===== config.mk =====
export PLATFORM = sky130hd
export DESIGN_NAME = range_finder_v2
export DESIGN_NICKNAME = d
export VERILOG_FILES = /design/src/rtl/range_finder_v2_pkg.sv /design/src/rtl/range_minmax_unit.sv /design/src/rtl/range_finder_v2.sv
export SDC_FILE = /design/constraint.sdc
export NUM_CORES = 1
export LEC_CHECK = 0
export CORE_MARGIN = 4
export CORE_UTILIZATION = 34
export CTS_BUF_LIST = sky130_fd_sc_hd__clkbuf_8
export CTS_CLUSTER_DIAMETER = 50
export DETAILED_ROUTE_END_ITERATION = 16
export PLACE_DENSITY = 0.61
export SYNTH_ARGS = -nofsm -noshare
export SYNTH_HDL_FRONTEND = slang
export SYNTH_SLANG_ARGS = --single-unit

===== constraint.sdc =====
create_clock -name clk -period 4.3 [get_ports clk]
set_input_delay 1.29 -clock clk [delete_from_list [all_inputs] [get_ports clk]]
set_output_delay 1.29 -clock clk [all_outputs]
set_load 0.05 [all_outputs]

===== src/rtl/range_finder_v2_pkg.sv =====
// Shared types for range_finder_v2: FSM state and statistic-select encodings.
// Optional feature macro: RANGE_FINDER_V2_SIGNED_EN (see range_minmax_unit / range_finder_v2).
package range_finder_v2_pkg;

   typedef enum logic [1:0] {
      IDLE = 2'd0,
      RUN  = 2'd1,
      ERR  = 2'd2
   } state_t;

   typedef enum logic [1:0] {
      MODE_RANGE = 2'd0,
      MODE_MIN   = 2'd1,
      MODE_MAX   = 2'd2,
      MODE_MID   = 2'd3
   } mode_t;

endpackage


===== src/rtl/range_minmax_unit.sv =====
// Running min/max tracker; range and midpoint are derived from the post-update values.
// RANGE_FINDER_V2_SIGNED_EN selects two's-complement compares and a saturating range.
module range_minmax_unit #(
   parameter int WIDTH = 8
) (
   input  logic             clk,
   input  logic             rst_n,
   input  logic             load_i,
   input  logic             upd_i,
   input  logic [WIDTH-1:0] data_i,
   output logic [WIDTH-1:0] min_o,
   output logic [WIDTH-1:0] max_o,
   output logic [WIDTH-1:0] range_o,
   output logic [WIDTH-1:0] mid_o
);

   logic [WIDTH-1:0] min_q, min_d;
   logic [WIDTH-1:0] max_q, max_d;
   logic             lt_min, gt_max;
   logic [WIDTH:0]   sum;

`ifdef RANGE_FINDER_V2_SIGNED_EN
   logic [WIDTH:0]   diff;

   assign lt_min  = $signed(data_i) < $signed(min_q);
   assign gt_max  = $signed(data_i) > $signed(max_q);
   assign diff    = {max_d[WIDTH-1], max_d} - {min_d[WIDTH-1], min_d};
   assign range_o = diff[WIDTH] ? '1 : diff[WIDTH-1:0];
   assign sum     = {max_d[WIDTH-1], max_d} + {min_d[WIDTH-1], min_d};
`else
   assign lt_min  = data_i < min_q;
   assign gt_max  = data_i > max_q;
   assign range_o = max_d - min_d;
   assign sum     = {1'b0, max_d} + {1'b0, min_d};
`endif

   // Taking bits [WIDTH:1] is the shift; the sign-extended sum makes it arithmetic.
   assign mid_o = sum[WIDTH:1];
   assign min_o = min_d;
   assign max_o = max_d;

   always_comb begin
      min_d = min_q;
      max_d = max_q;
      if (load_i) begin
         min_d = data_i;
         max_d = data_i;
      end else if (upd_i) begin
         if (lt_min) min_d = data_i;
         if (gt_max) max_d = data_i;
      end
   end

   always_ff @(posedge clk or negedge rst_n) begin
      if (!rst_n) begin
         min_q <= '0;
         max_q <= '0;
      end else begin
         min_q <= min_d;
         max_q <= max_d;
      end
   end

endmodule


===== src/rtl/range_finder_v2.sv =====
// Framed min/max statistic engine: go/finish framing FSM, saturating sample count, result select.
// Define RANGE_FINDER_V2_SIGNED_EN for two's-complement samples.
module range_finder_v2
   import range_finder_v2_pkg::*;
#(
   parameter int WIDTH = 8,
   parameter int CNT_W = 8
) (
   input  logic             clk,
   input  logic             rst_n,
   input  logic [WIDTH-1:0] data_in,
   input  logic             go,
   input  logic             finish,
   input  logic [1:0]       mode,
   output logic [WIDTH-1:0] result,
   output logic [CNT_W-1:0] count,
   output logic             valid,
   output logic             busy,
   output logic             error
);

   state_t           state_q, state_d;
   mode_t            mode_q, mode_d;
   logic [CNT_W-1:0] cnt_q, cnt_d, cnt_inc;
   logic [WIDTH-1:0] result_q, result_d;
   logic [CNT_W-1:0] count_q, count_d;
   logic             valid_q, valid_d;
   logic             load, upd;
   logic [WIDTH-1:0] min_nx, max_nx, range_nx, mid_nx;
   logic [WIDTH-1:0] stat_sel;

   range_minmax_unit #(.WIDTH(WIDTH)) u_minmax (
      .clk     (clk),
      .rst_n   (rst_n),
      .load_i  (load),
      .upd_i   (upd),
      .data_i  (data_in),
      .min_o   (min_nx),
      .max_o   (max_nx),
      .range_o (range_nx),
      .mid_o   (mid_nx)
   );

   assign cnt_inc = (cnt_q == '1) ? cnt_q : cnt_q + CNT_W'(1);

   always_comb begin
      case (mode_q)
         MODE_MIN: stat_sel = min_nx;
         MODE_MAX: stat_sel = max_nx;
         MODE_MID: stat_sel = mid_nx;
         default:  stat_sel = range_nx;
      endcase
   end

   always_comb begin
      state_d  = state_q;
      mode_d   = mode_q;
      cnt_d    = cnt_q;
      result_d = result_q;
      count_d  = count_q;
      valid_d  = valid_q;
      load     = 1'b0;
      upd      = 1'b0;
      case (state_q)
         IDLE, ERR: begin
            // ERR recovers through the same start path as IDLE.
            if (go && !finish) begin
               state_d = RUN;
               load    = 1'b1;
               cnt_d   = CNT_W'(1);
               mode_d  = mode_t'(mode);
               valid_d = 1'b0;
            end else if (go || finish) begin
               state_d = ERR;
               valid_d = 1'b0;
            end
         end
         RUN: begin
            if (go) begin
               state_d = ERR;
               valid_d = 1'b0;
            end else begin
               upd   = 1'b1;
               cnt_d = cnt_inc;
               if (finish) begin
                  state_d  = IDLE;
                  result_d = stat_sel;
                  count_d  = cnt_inc;
                  valid_d  = 1'b1;
               end
            end
         end
         default: state_d = IDLE;
      endcase
   end

   always_ff @(posedge clk or negedge rst_n) begin
      if (!rst_n) begin
         state_q  <= IDLE;
         mode_q   <= MODE_RANGE;
         cnt_q    <= '0;
         result_q <= '0;
         count_q  <= '0;
         valid_q  <= 1'b0;
      end else begin
         state_q  <= state_d;
         mode_q   <= mode_d;
         cnt_q    <= cnt_d;
         result_q <= result_d;
         count_q  <= count_d;
         valid_q  <= valid_d;
      end
   end

   assign result = result_q;
   assign count  = count_q;
   assign valid  = valid_q;
   assign busy   = (state_q == RUN);
   assign error  = (state_q == ERR);

endmodule

==> run summary, run 1 <==
The die is 104 um wide. By instance count, the leading cell after synthesis is dfrtp_1. The endpoint identified for the worst register-to-register timing path is result[7]$_DFFE_PN0P_. The detail route stage leaves a number of antenna-violating nets equal to 0.

The share of the core filled with cells came out at 0.505. The congestion estimate from routability-driven global placement came to 0.840. The HPWL reported at the end of detailed placement came out at 6230 um. Synthesis produced a netlist with a net count of 392.

The number of failing hold endpoints at the final stage came out at 0. The final max-slew violation count came out at 0. dfrtp_1 takes more of the synthesized area than any other cell. The class of the most critical setup path is in -> reg. The number of DRC violations after detailed routing came out at 0.

The endpoint with the worst hold slack is count[3]$_DFFE_PN0P_. The run finished with clean final reports. For this run, asynchronously set or reset flops after synthesis account for 1.00. The CTS tree is yes. The core region is 8890 sq um. The final layout net count came out at 485.

The die covers 10900 sq um. Entering global routing, the biggest net connects 46 pins. The source-to-sink clock delay at the later pin of the worst-skew pair came out at 0.30 ns. The fraction of layout instances using a drive strength above 1 came out at 0.333. The design draws 2.17 mW. The number of antenna violations at the first check in global routing is 0.

The cell total after placement is 530. The critical register-to-register path startpoint is u_minmax.max_q[5]$_DFF_PN0_. The worst setup path is captured at a register. The transition time of the tightest slew-check pin is 1.01 ns. Setup slack on the worst reg-to-reg path comes out at 0.63 ns.

For the worst flop-to-flop path, the logic depth is 16. The post-detailed-routing wire length is 8320 um. The relative area change from synthesis to final layout is 41.8%.

The standard-cell row count came out at 34. Ranked by instance count, the synthesized netlist is headed by dfrtp_1 (45), ha_1 (32), inv_1 (32). The count of cells along the worst hold path is 2. The tree is rooted in a clkbuf_8.

The power per cell area is 483 nW/um^2. Summing every instance area after synthesis gives 3160 sq um. The first TritonRoute pass finished after 5 iterations.

Buffers inserted to repair hold after CTS numbered 0. The worst setup path is launched from an input pin. The data required time of the critical path came out at 4.50 ns. The DRC violation total after the first TritonRoute iteration is 137. The final setup violation count is 0. The number of buffers inserted by port buffering came out at 32.

The number of synthesized flops with an enable pin came out at 0. The number of fillers in the final layout came out at 791. The number of global-route vias before repair came out at 2795. The share of synthesized area occupied by flip-flops and latches came out at 0.356.

The cell count after synthesis came out at 344. For this run the aggregate overflow at the end of global routing stands at 0. The maximum achievable frequency came out at 234 MHz.

The top-area cell type share of the netlist area is 0.356. The number of standard cells in the layout, taps in and fillers out came out at 546. The first-pass GRT wire length came out at 13700 um. The clock edge transition at the registers on the reported setup and hold paths is 0.09 ns. The post-route minimum period came out at 4.27 ns. The total number of yosys warnings came out at 0. Between clock sinks in the finished design, the worst skew comes to 0.00856 ns.

The initial core utilization is 0.356. The primary flip-flop cell chosen by synthesis mapping is dfrtp_1. Of the available clock period, the critical path in the final layout requires 0.992.

The post-detailed-route wirelength per cell came out at 15.2 um. The data arrival time at the worst-slack endpoint came out at 4.47 ns. The startpoint identified for the worst hold timing path is count[3]$_DFFE_PN0P_.

Of all nets on the critical path, the largest fanout is 4. The static power due to leakage came out at 1.97 nW. After detailed routing, the number of vias per cell comes to 5.17. The boundary pin count came out at 33. CTS saw 45 sinks. Yosys mapped the design onto 55 distinct sky130hd cell types. The maximum vdd ir drop is 0.000207 V. The chip height is 104 um. No sink is reached through more buffers than the 2 on the longest clock path.

The all-layer global routing usage came out at 0.153. The number of antenna diodes in the final layout is 0. The worst max-slew margin expressed relative to the limit came out at 0.328. The count of H-tree levels built during CTS came out at 2. The tool flagged a number of max-cap violations equal to 0. The flip-flop and latch count after synthesis is 45. The mean cell area of the mapped netlist is 9.20 sq um. Summing over every cut layer, the via total after detailed routing is 2825. By area the synthesized netlist is led by dfrtp_1 (36%), ha_1 (13%), o21ai_0 (4.7%). The number of buffers inserted during clock tree synthesis came out at 5. The worst hold-check path type is reg -> reg. Setup repair after global routing could not meet its margin everywhere.
==> registers in the layout, summed over array words and instances (netlist names) <==
name	cells
result	8
cnt_q	8
u_minmax.min_q	8
state_q	2
count	8
u_minmax.max_q	8
valid	1
mode_q	2
==> area by class of cell <==
type | count | area (sq um) | area share
Timing Repair Buffer | 97 | 797 | 0.178
Sequential cell | 45 | 1130 | 0.251
Clock inverter | 3 | 21.3 | 0.00474
Inverter | 32 | 120 | 0.0268
Multi-Input combinational cell | 256 | 2220 | 0.494
Tap cell | 108 | 135 | 0.0301
Clock buffer | 5 | 68.8 | 0.0153
==> logic make-up (layout without fill, tap and decap cells) <==
family,count (synthesis),after routing,synth area share
and+or+nand+nor,92,92,0.149
muxes,19,19,0.0656
DFF,45,45,0.356
adders and majority gates,34,34,0.139
AOI/OAI and AO/OA,97,97,0.201
buffers and inverters,43,137,0.0510
xor gates and xnor gates,14,14,0.0388
==> metrics by stage <==
stage / TNS (ns) / cell area [sq um] / hold slack (ns) / worst slack [ns]
final: 0 / 4490 / 0.483 / 0.0329
after global routing: -0.409 / 4490 / 0.517 / -0.134
after CTS: -0.106 / 4320 / 0.492 / -0.0858
after detailed placement: -4.89 / 4040 / 0.471 / -0.810
after global placement: -4.21 / 4040 / 0.462 / -0.743
after floorplan: -0.273 / 3200 / 0.496 / -0.206
==> placed cells by master, fill, tap and decap left out, types with 13 or more instances in the layout <==
cell type and count:
o21ai_0 26, clkdlybuf4s50_1 22, buf_4 64, nand2_1 30, ha_1 15, dfrtp_1 45, inv_1 27, nor2_1 21
ha_4 13, a21oi_1 18
==> repair_timing <==
action	4_1_cts	5_1_grt
endpoints found under the setup margin	7	6
buffers inserted	8	1
gates resized for setup	64	36
pin swaps	30	28
==> worst max-delay path, stage by stage <==
cell and delay [ns]:
buf_4 0.13, ha_4 0.15, a211oi_2 0.19, nor2_1 0.06, o221a_2 0.30, nor3_4 0.31, mux2i_2 0.33, ha_2 0.25
buf_6 0.10, nor2b_4 0.03, o31a_1 0.30, o21a_1 0.20, o41a_1 0.34, xor2_2 0.20, o32ai_2 0.09, o21a_1 0.18
==> routing by layer <==
| layer | track usage | up-vias | part of all wire |
|---|---|---|---|
| li1 | - | 1400 | - |
| met1 | 0.207 | 1354 | 0.47 |
| met2 | 0.249 | 58 | 0.48 |
| met3 | 0.0186 | 13 | 0.032 |
| met4 | 0.0551 | 0 | 0.018 |
| met5 | 0 | - | 0 |
==> report_power, final <==
group          leakage [nW]  internal, mW  switching [mW]
Combinational          1.36         0.621           0.699
Clock                0.0445         0.115           0.149
Sequential            0.559         0.510          0.0730
==> worst max path at each step <==
stage | from | endpoint | slack, ns
2_1_floorplan | data_in[1] | result[7]$_DFFE_PN0P_ | -0.21
3_3_place_gp | data_in[5] | result[7]$_DFFE_PN0P_ | -0.74
3_5_place_dp | data_in[1] | result[6]$_DFFE_PN0P_ | -0.81
4_1_cts | data_in[5] | result[7]$_DFFE_PN0P_ | -0.09
5_1_grt | data_in[5] | result[5]$_DFFE_PN0P_ | -0.13
6_report | data_in[4] | result[7]$_DFFE_PN0P_ | 0.03
Power figures use the tool's default switching activity.
==> run 2: changes to the inputs <==
--- a/config.mk
+++ b/config.mk
@@ -10,6 +10,7 @@
 export CTS_BUF_LIST = sky130_fd_sc_hd__clkbuf_8
 export CTS_CLUSTER_DIAMETER = 50
 export DETAILED_ROUTE_END_ITERATION = 16
+export GPL_TIMING_DRIVEN = 1
 export PLACE_DENSITY = 0.61
 export SYNTH_ARGS = -nofsm -noshare
 export SYNTH_HDL_FRONTEND = slang
==> constraint.sdc (replaced) <==
create_clock -name clk -period 5.5 [get_ports clk]
set_input_delay 1.65 -clock clk [delete_from_list [all_inputs] [get_ports clk]]
set_output_delay 1.65 -clock clk [all_outputs]
set_load 0.05 [all_outputs]
==> run summary, run 2 (synthesis results as in run 1) <==
The number of buffers inserted during clock tree synthesis came out at 5 (unchanged). The wire length on met2 was 3670 um (-7.6%). The chip height is 104 um (unchanged). The reg2reg setup slack came out at 1.70 ns (+1.07 ns). The sum of internal, switching and leakage power came out at 1.48 mW (-32%).

The flow ran to the end, and the final reports show no timing, DRC or antenna violations. The post-detailed-routing wire length was 7660 um (-7.9%). Setup repair after global routing left no endpoint under its margin. STA classifies the critical path endpoint as a register. The HPWL reported at the end of detailed placement was 6040 um (-2.9%).

The initial core utilization came out at 0.356 (unchanged). The path with the worst hold slack has its endpoint at count[5]$_DFFE_PN0P_. The number of buffers inserted for hold repair after clock tree synthesis came to 0 (unchanged). The combined buffer and inverter count along the critical path was 3 (+1). The data required time of the critical path came out at 5.69 ns (+1.19 ns). The startpoint identified for the worst register-to-register timing path is u_minmax.max_q[5]$_DFF_PN0_. The most common cell after layout, fill and taps aside is dfrtp_1. The horizontal die dimension came out at 104 um (unchanged). The largest delay contributor family on the critical path is compound AO/OA/AOI/OAI gates. The number of maximum-capacitance violations is 0 (unchanged). The last weighted congestion value of the routability-driven placer came out at 0.866 (+3.1%). The share of the core filled with cells came out at 0.439 (-0.0656).

The fraction of layout instances using a drive strength above 1 is 0.146 (-0.187). The full die area is 10900 sq um (unchanged). The count of H-tree levels built during CTS was 2 (unchanged). The worst hold path begins at count[5]$_DFFE_PN0P_. Leaving out fill and tap cells, the most frequent cells in the layout are dfrtp_1 (45), inv_1 (32), ha_1 (32). The pin count of the biggest net entering global routing is 46 (unchanged). The longest individual stage delay on the worst path came out at 0.42 ns (+0.08 ns). The boundary pin count came out at 33 (unchanged). The final setup TNS is 0 ns (unchanged). By instance count, the cell type seen most on the critical path is nor2_1.

The power per cell area came out at 379 nW/um^2 (-21%). The post-detailed-route wirelength per cell was 15.0 um (-1.8%). The number of DRC violations after detailed routing was 0 (unchanged).

The first-pass GRT wire length is 13400 um (-2.5%). The DRC violation total after the first TritonRoute iteration came out at 111 (-19%). The number of fillers in the final layout was 864 (+9.2%).

The count of cells resized by post-cts repair came out at 0 (-100%). The highest routed metal layer is met4. The detailed-route vias per instance came out at 5.17 (-0.15%). The cell sitting at the root of the clock tree is a clkbuf_8. The standard-cell row count is 34 (unchanged). The number of failing hold endpoints at the final stage is 0 (unchanged). The total iterations of the first detailed-routing run came out at 4 (-1). The maximum vdd ir drop came to 0.000144 V (-30%). The final max-slew violation count came out at 0 (unchanged). Among all stages on the critical path, the largest delay is contributed by clkdlybuf4s50_1. The cell depth of the worst flop-to-flop path came to 17 (+1). The data arrival time at the worst-slack endpoint is 5.39 ns (+0.92 ns). Tracing the worst setup path back leads to its startpoint at data_in[5]. The source-to-sink clock delay at the later pin of the worst-skew pair came to 0.31 ns (about the same). The maximum root-to-sink buffer count came out at 2 (unchanged). The worst hold path belongs to the class reg -> reg. The number of antenna violations at the first check in global routing is 0 (unchanged). The worst-path maximum fanout came out at 5 (+1). The antenna cell count is 0 (unchanged).

The area inside the core boundary came out at 8890 sq um (unchanged). The static power due to leakage is 1.76 nW (-10%). The final layout net count is 451 (-7.0%).

The number of global-route vias before repair is 2695 (-3.6%). The transition time of the tightest slew-check pin came out at 1.02 ns (+0.0125 ns). The nature of the critical path startpoint is an input pin. The count of cells along the worst hold path was 2 (unchanged). The antenna violation net count after detailed routing came out at 0 (unchanged). The final setup violation count is 0 (unchanged).

The detailed route wirelength on metal3 is 259 um (-4.1%). The share of the cycle needed by the critical path after routing came out at 0.945. The total grt overflow is 0 (unchanged). The buffers inserted during post-CTS setup optimization came out at 0 (-8). Timing would allow up to 192 MHz. The CTS sink count was 45 (unchanged). The total number of vias was 2645 (-6.4%). The clock edge transition at the registers on the reported setup and hold paths is 0.10 ns (about the same). TritonCTS built the clock tree. The worst register-to-register path ends at result[6]$_DFFE_PN0P_.

The post-route minimum period is 5.20 ns. The all-layer global routing usage is 0.148 (-0.00402). Relative to the synthesized area, the layout overhead comes to 23.4%. By startpoint and endpoint, the worst setup path is classified as in -> reg. The number of buffers inserted by port buffering is 32 (unchanged). The post-route met1 wirelength was 3660 um (-6.8%). The worst setup skew after layout is 0.0138 ns (+0.00528 ns). Traced cell by cell, the critical path runs through clkdlybuf4s50_1 > ha_1 > a211oi_1 > nor2_1 > o221a_2 > nor3_4 > mux2i_1 > inv_1 > ha_1 > buf_4 > a211oi_1 > nor2_1 > o31ai_1 > xnor2_1 > nor2_1 > o21ai_0 > a31oi_1.

The worst max-slew margin expressed relative to the limit is 0.319 (-0.00830).
[run 2: cell types whose count changed in the layout (fill, tap and decap cells not counted), sizes merged]
cell | before | now
buf | 74 | 32
clkdlybuf4s50 | 22 | 31
dlygate4sd2 | 1 | 0
[run 2: tightest hold or removal path: cells and delay by family (launching register included)]
kind | cells | cell delay (ns)
flip-flops | 1 | 0.35
AND/OR/NAND/NOR | 1 | 0.04
AO/OA/AOI/OAI | 1 | 0.05
[run 2: report_power, final]
part / internal [mW] / total (mW) / switching (mW)
sequential: 0.399 / 0.453 / 0.0546
combinational: 0.352 / 0.809 / 0.457
clock: 0.0919 / 0.218 / 0.126
[run 2: cell type report]
class	count	area (sq um)	area share
Multi-Input combinational cell	256	1880	0.482
Sequential cell	45	1130	0.288
Timing Repair Buffer	63	548	0.140
Tap cell	108	135	0.0346
Inverter	32	120	0.0308
Clock buffer	5	68.8	0.0176
Clock inverter	3	25.0	0.00641
[run 2: worst max-delay path by stage]
stage,depth (start not counted),to,slack (ns)
4_1_cts,17,result[6]$_DFFE_PN0P_,0.27
5_1_grt,17,result[4]$_DFFE_PN0P_,0.01
2_1_floorplan,14,result[7]$_DFFE_PN0P_,0.50
3_5_place_dp,17,result[6]$_DFFE_PN0P_,-0.07
3_3_place_gp,16,result[7]$_DFFE_PN0P_,0.007
6_report,17,result[6]$_DFFE_PN0P_,0.30
[run 2: routing by layer]
layer,GRT usage,vias to the layer above
li1,-,1347
met1,0.205,1245
met2,0.242,49
met3,0.0199,4
met4,0.0437,0
met5,0,-
[run 2: per-stage QoR]
step	cells	worst slack [ns]	cell area [sq um]	hold WS (ns)
final	512	0.302	3900	0.482
after global routing	512	0.0113	3900	0.515
after CTS	512	0.269	3900	0.493
after detailed placement	504	-0.0720	3810	0.469
after global placement	504	0.00736	3810	0.463
after floorplan	344	0.496	3160	0.496
==> run 3: changes to the inputs <==
--- a/config.mk
+++ b/config.mk
@@ -6,12 +6,12 @@
 export NUM_CORES = 1
 export LEC_CHECK = 0
 export CORE_MARGIN = 4
-export CORE_UTILIZATION = 34
+export CORE_UTILIZATION = 64
 export CTS_BUF_LIST = sky130_fd_sc_hd__clkbuf_8
 export CTS_CLUSTER_DIAMETER = 50
 export DETAILED_ROUTE_END_ITERATION = 16
 export GPL_TIMING_DRIVEN = 1
-export PLACE_DENSITY = 0.61
+export PLACE_DENSITY = 0.95
 export SYNTH_ARGS = -nofsm -noshare
 export SYNTH_HDL_FRONTEND = slang
 export SYNTH_SLANG_ARGS = --single-unit
==> run summary, run 3 (synthesis results as in run 1) <==
The number of buffers inserted by port buffering is 32 (unchanged). The total number of vias came out at 2907 (+9.9%). The sequential cell area is 1130 sq um (unchanged). The worst setup path is captured at a register. The final setup TNS was 0 ns (unchanged). The worst hold path terminates at count[5]$_DFFE_PN0P_. The detailed-route vias per instance is 6.29 (+22%). The portion of total power attributed to sequential cells came to 0.306 (about the same). The final layout net count is 442 (-2.0%). The horizontal die dimension came to 78.3 um (-25%). Leaving out fill and tap cells, the most frequent cell in the layout is dfrtp_1. The worst-path maximum fanout came out at 4 (-1). The number of global-route vias before repair came out at 2920 (+8.3%). The worst slack at placement came out at -0.158 ns (-0.0858 ns).

The total net switching power came out at 0.663 mW (+4.0%). The combinational cell fraction of total power was 0.545 (-0.002). The maximum vdd ir drop is 0.000270 V (+88%).

The full die area came out at 6130 sq um (-44%). The all-layer global routing usage came out at 0.290 (+0.142). The pin count of the biggest net entering global routing is 46 (unchanged). The post-detailed-routing wire length came out at 8320 um (+8.7%). The antenna violation net count after detailed routing came to 0 (unchanged). The worst setup skew after layout is 0.00671 ns (-0.00713 ns). The worst flop-to-flop path endpoint is result[7]$_DFFE_PN0P_.

The worst hold path begins at count[5]$_DFFE_PN0P_. The first-pass GRT wire length was 13900 um (+4.1%). The standard-cell row count came out at 25 (-26%).

The number of antenna violations at the first check in global routing came out at 0 (unchanged). The number of DRC violations after detailed routing is 0 (unchanged). The data arrival time at the worst-slack endpoint is 5.68 ns (+0.29 ns). The last weighted congestion value of the routability-driven placer is 0.948 (+9.5%). The signal on the critical path passes through clkdlybuf4s50_1 > buf_4 > ha_1 > o21a_1 > o211ai_1 > a31o_2 > a31oi_2 > mux2_2 > inv_1 > ha_1 > nor2b_1 > o31a_1 > o21a_1 > o41a_1 > xor2_1 > o32ai_1 > o21a_1. The boundary pin count came to 33 (unchanged). The final worst slack is 0.0808 ns (-0.221 ns). STA classifies the critical path startpoint as an input pin. The most common cell type on the critical path is o21a_1. The number of failing hold endpoints at the final stage is 0 (unchanged).

The maximum achievable frequency came out at 185 MHz (-4.1%). Leaving out fill and tap cells, the most frequent cells in the layout are dfrtp_1 (45), inv_1 (32), ha_1 (32). The area inside the core boundary is 4750 sq um (-47%). The CTS sink count came out at 45 (unchanged).

The number of maximum-capacitance violations came out at 0 (unchanged). The final max-slew violation count came to 0 (unchanged). The count of H-tree levels built during CTS came out at 2 (unchanged). The area occupied by multi-input gates is 1880 sq um (+0.20%).

The HPWL reported at the end of detailed placement came out at 6170 um (+2.1%). The chip height came out at 78.3 um (-25%). The antenna cell count is 0 (unchanged). The kind of cell with the highest combined delay along the critical path is compound AO/OA/AOI/OAI gates. Tracing the worst setup path back leads to its startpoint at data_in[5]. The clock edge transition at the registers on the reported setup and hold paths came out at 0.10 ns (about the same).

The startpoint identified for the worst register-to-register timing path is u_minmax.max_q[5]$_DFF_PN0_. TritonCTS built the clock tree. The run finished with clean final reports.

The power per cell area came out at 393 nW/um^2 (+3.6%). The longest individual stage delay on the worst path is 0.43 ns (about the same). The post-route minimum period is 5.42 ns (+0.221 ns). The total grt overflow is 0 (unchanged).

The initial core utilization came out at 0.666 (+0.310). For this design, the slowest cell found on the critical path is clkdlybuf4s50_1. In this run the clock root is driven by a clkbuf_8. The data required time of the critical path came out at 5.76 ns (+0.07 ns). The static power due to leakage is 1.71 nW (-2.7%). The relative area change from synthesis to final layout is 19.7%. The proportion of power drawn by the clock network came to 0.149 (+0.002). The source-to-sink clock delay at the later pin of the worst-skew pair is 0.31 ns (about the same).

The proportion of total power due to net switching came out at 0.445 (+0.0144). The number of fillers in the final layout came out at 276 (-68%). The DRC violation total after the first TritonRoute iteration is 264 (+140%). The post-detailed-route wirelength per cell is 18.0 um (+20%). Setup repair after global routing left no endpoint under its margin. The final setup violation count is 0 (unchanged). The share of the cycle needed by the critical path after routing came to 0.985 (+0.0402). The min-delay analysis places its worst path in the category reg -> reg.

The combined buffer and inverter count along the critical path is 3 (unchanged). The fraction of layout instances using a drive strength above 1 came to 0.129 (-0.0169). The cell depth of the worst flop-to-flop path came out at 15 (-2). The transition time of the tightest slew-check pin is 1.01 ns (-0.00637 ns). The reg2reg setup slack is 1.53 ns (-0.17 ns). The cell internal power dissipation came to 0.826 mW (-2.0%). The worst setup path is of the in -> reg kind. The maximum root-to-sink buffer count is 2 (unchanged). The count of cells along the worst hold path is 2 (unchanged). The number of buffers inserted during clock tree synthesis came to 5 (unchanged). The worst max-slew margin expressed relative to the limit came out at 0.324 (+0.00425). The total iterations of the first detailed-routing run is 5 (+1).
run 3: routing by layer:
layer / track usage / wire length (um) / share of wire
met5: 0 / 0 / 0
met4: 0.131 / 248 / 0.030
met3: 0.0482 / 699 / 0.084
met2: 0.479 / 4040 / 0.48
met1: 0.375 / 3340 / 0.40
run 3: cell type report:
| type | count | share of cell area |
|---|---|---|
| Clock buffer | 5 | 0.0182 |
| Clock inverter | 3 | 0.00661 |
| Tap cell | 67 | 0.0221 |
| Inverter | 32 | 0.0317 |
| Sequential cell | 45 | 0.297 |
| Multi-Input combinational cell | 256 | 0.497 |
| Timing Repair Buffer | 54 | 0.127 |
run 3: worst max-delay path by stage:
stage	endpoint	slack, ns	depth (start not counted)
floorplan	result[7]$_DFFE_PN0P_	0.50	14
global placement	result[7]$_DFFE_PN0P_	0.05	17
detailed placement	result[7]$_DFFE_PN0P_	-0.16	15
CTS	result[7]$_DFFE_PN0P_	0.14	17
global route	result[7]$_DFFE_PN0P_	0.005	17
finish	result[7]$_DFFE_PN0P_	0.08	17
run 3: stage by stage:
step	power [mW]	instances	util	hold slack, ns	area (sq um)
6_report	1.49	462	0.797	0.495	3790
5_1_grt	1.58	462	0.797	0.516	3790
4_1_cts	1.47	462	0.795	0.495	3780
3_5_place_dp	1.25	454	0.776	0.476	3690
3_3_place_gp	1.21	454	0.776	0.461	3690
2_1_floorplan	0.988	344	-	0.496	3160
run 3: worst register-to-register path, cell delays in order, from the launching register on:
cell and delay, ns:
dfrtp_1 0.37, inv_1 0.05, ha_1 0.29, a211oi_1 0.26, nor2_1 0.10, o221a_2 0.30, nor3_4 0.27, mux2_2 0.44
ha_1 0.31, nor2b_1 0.16, o31a_1 0.25, o21a_1 0.18, o41a_1 0.33, xor2_1 0.17, o32ai_1 0.29, o21a_1 0.15
run 3: repair_timing:
action                                  4_1_cts  5_1_grt
resized for setup                             0        3
endpoints found under the setup margin        0        4
hold buffers                                  0        0
setup buffers                                 0        0
run 3: power groups by stage:
stage                     clock, mW  combinational (mW)  sequential [mW]
after global placement            0               0.754            0.454
final                         0.222               0.811            0.456
after floorplan                   0               0.434            0.554
after global routing          0.236               0.879            0.465
after detailed placement          0               0.787            0.460
after CTS                     0.221               0.799            0.454
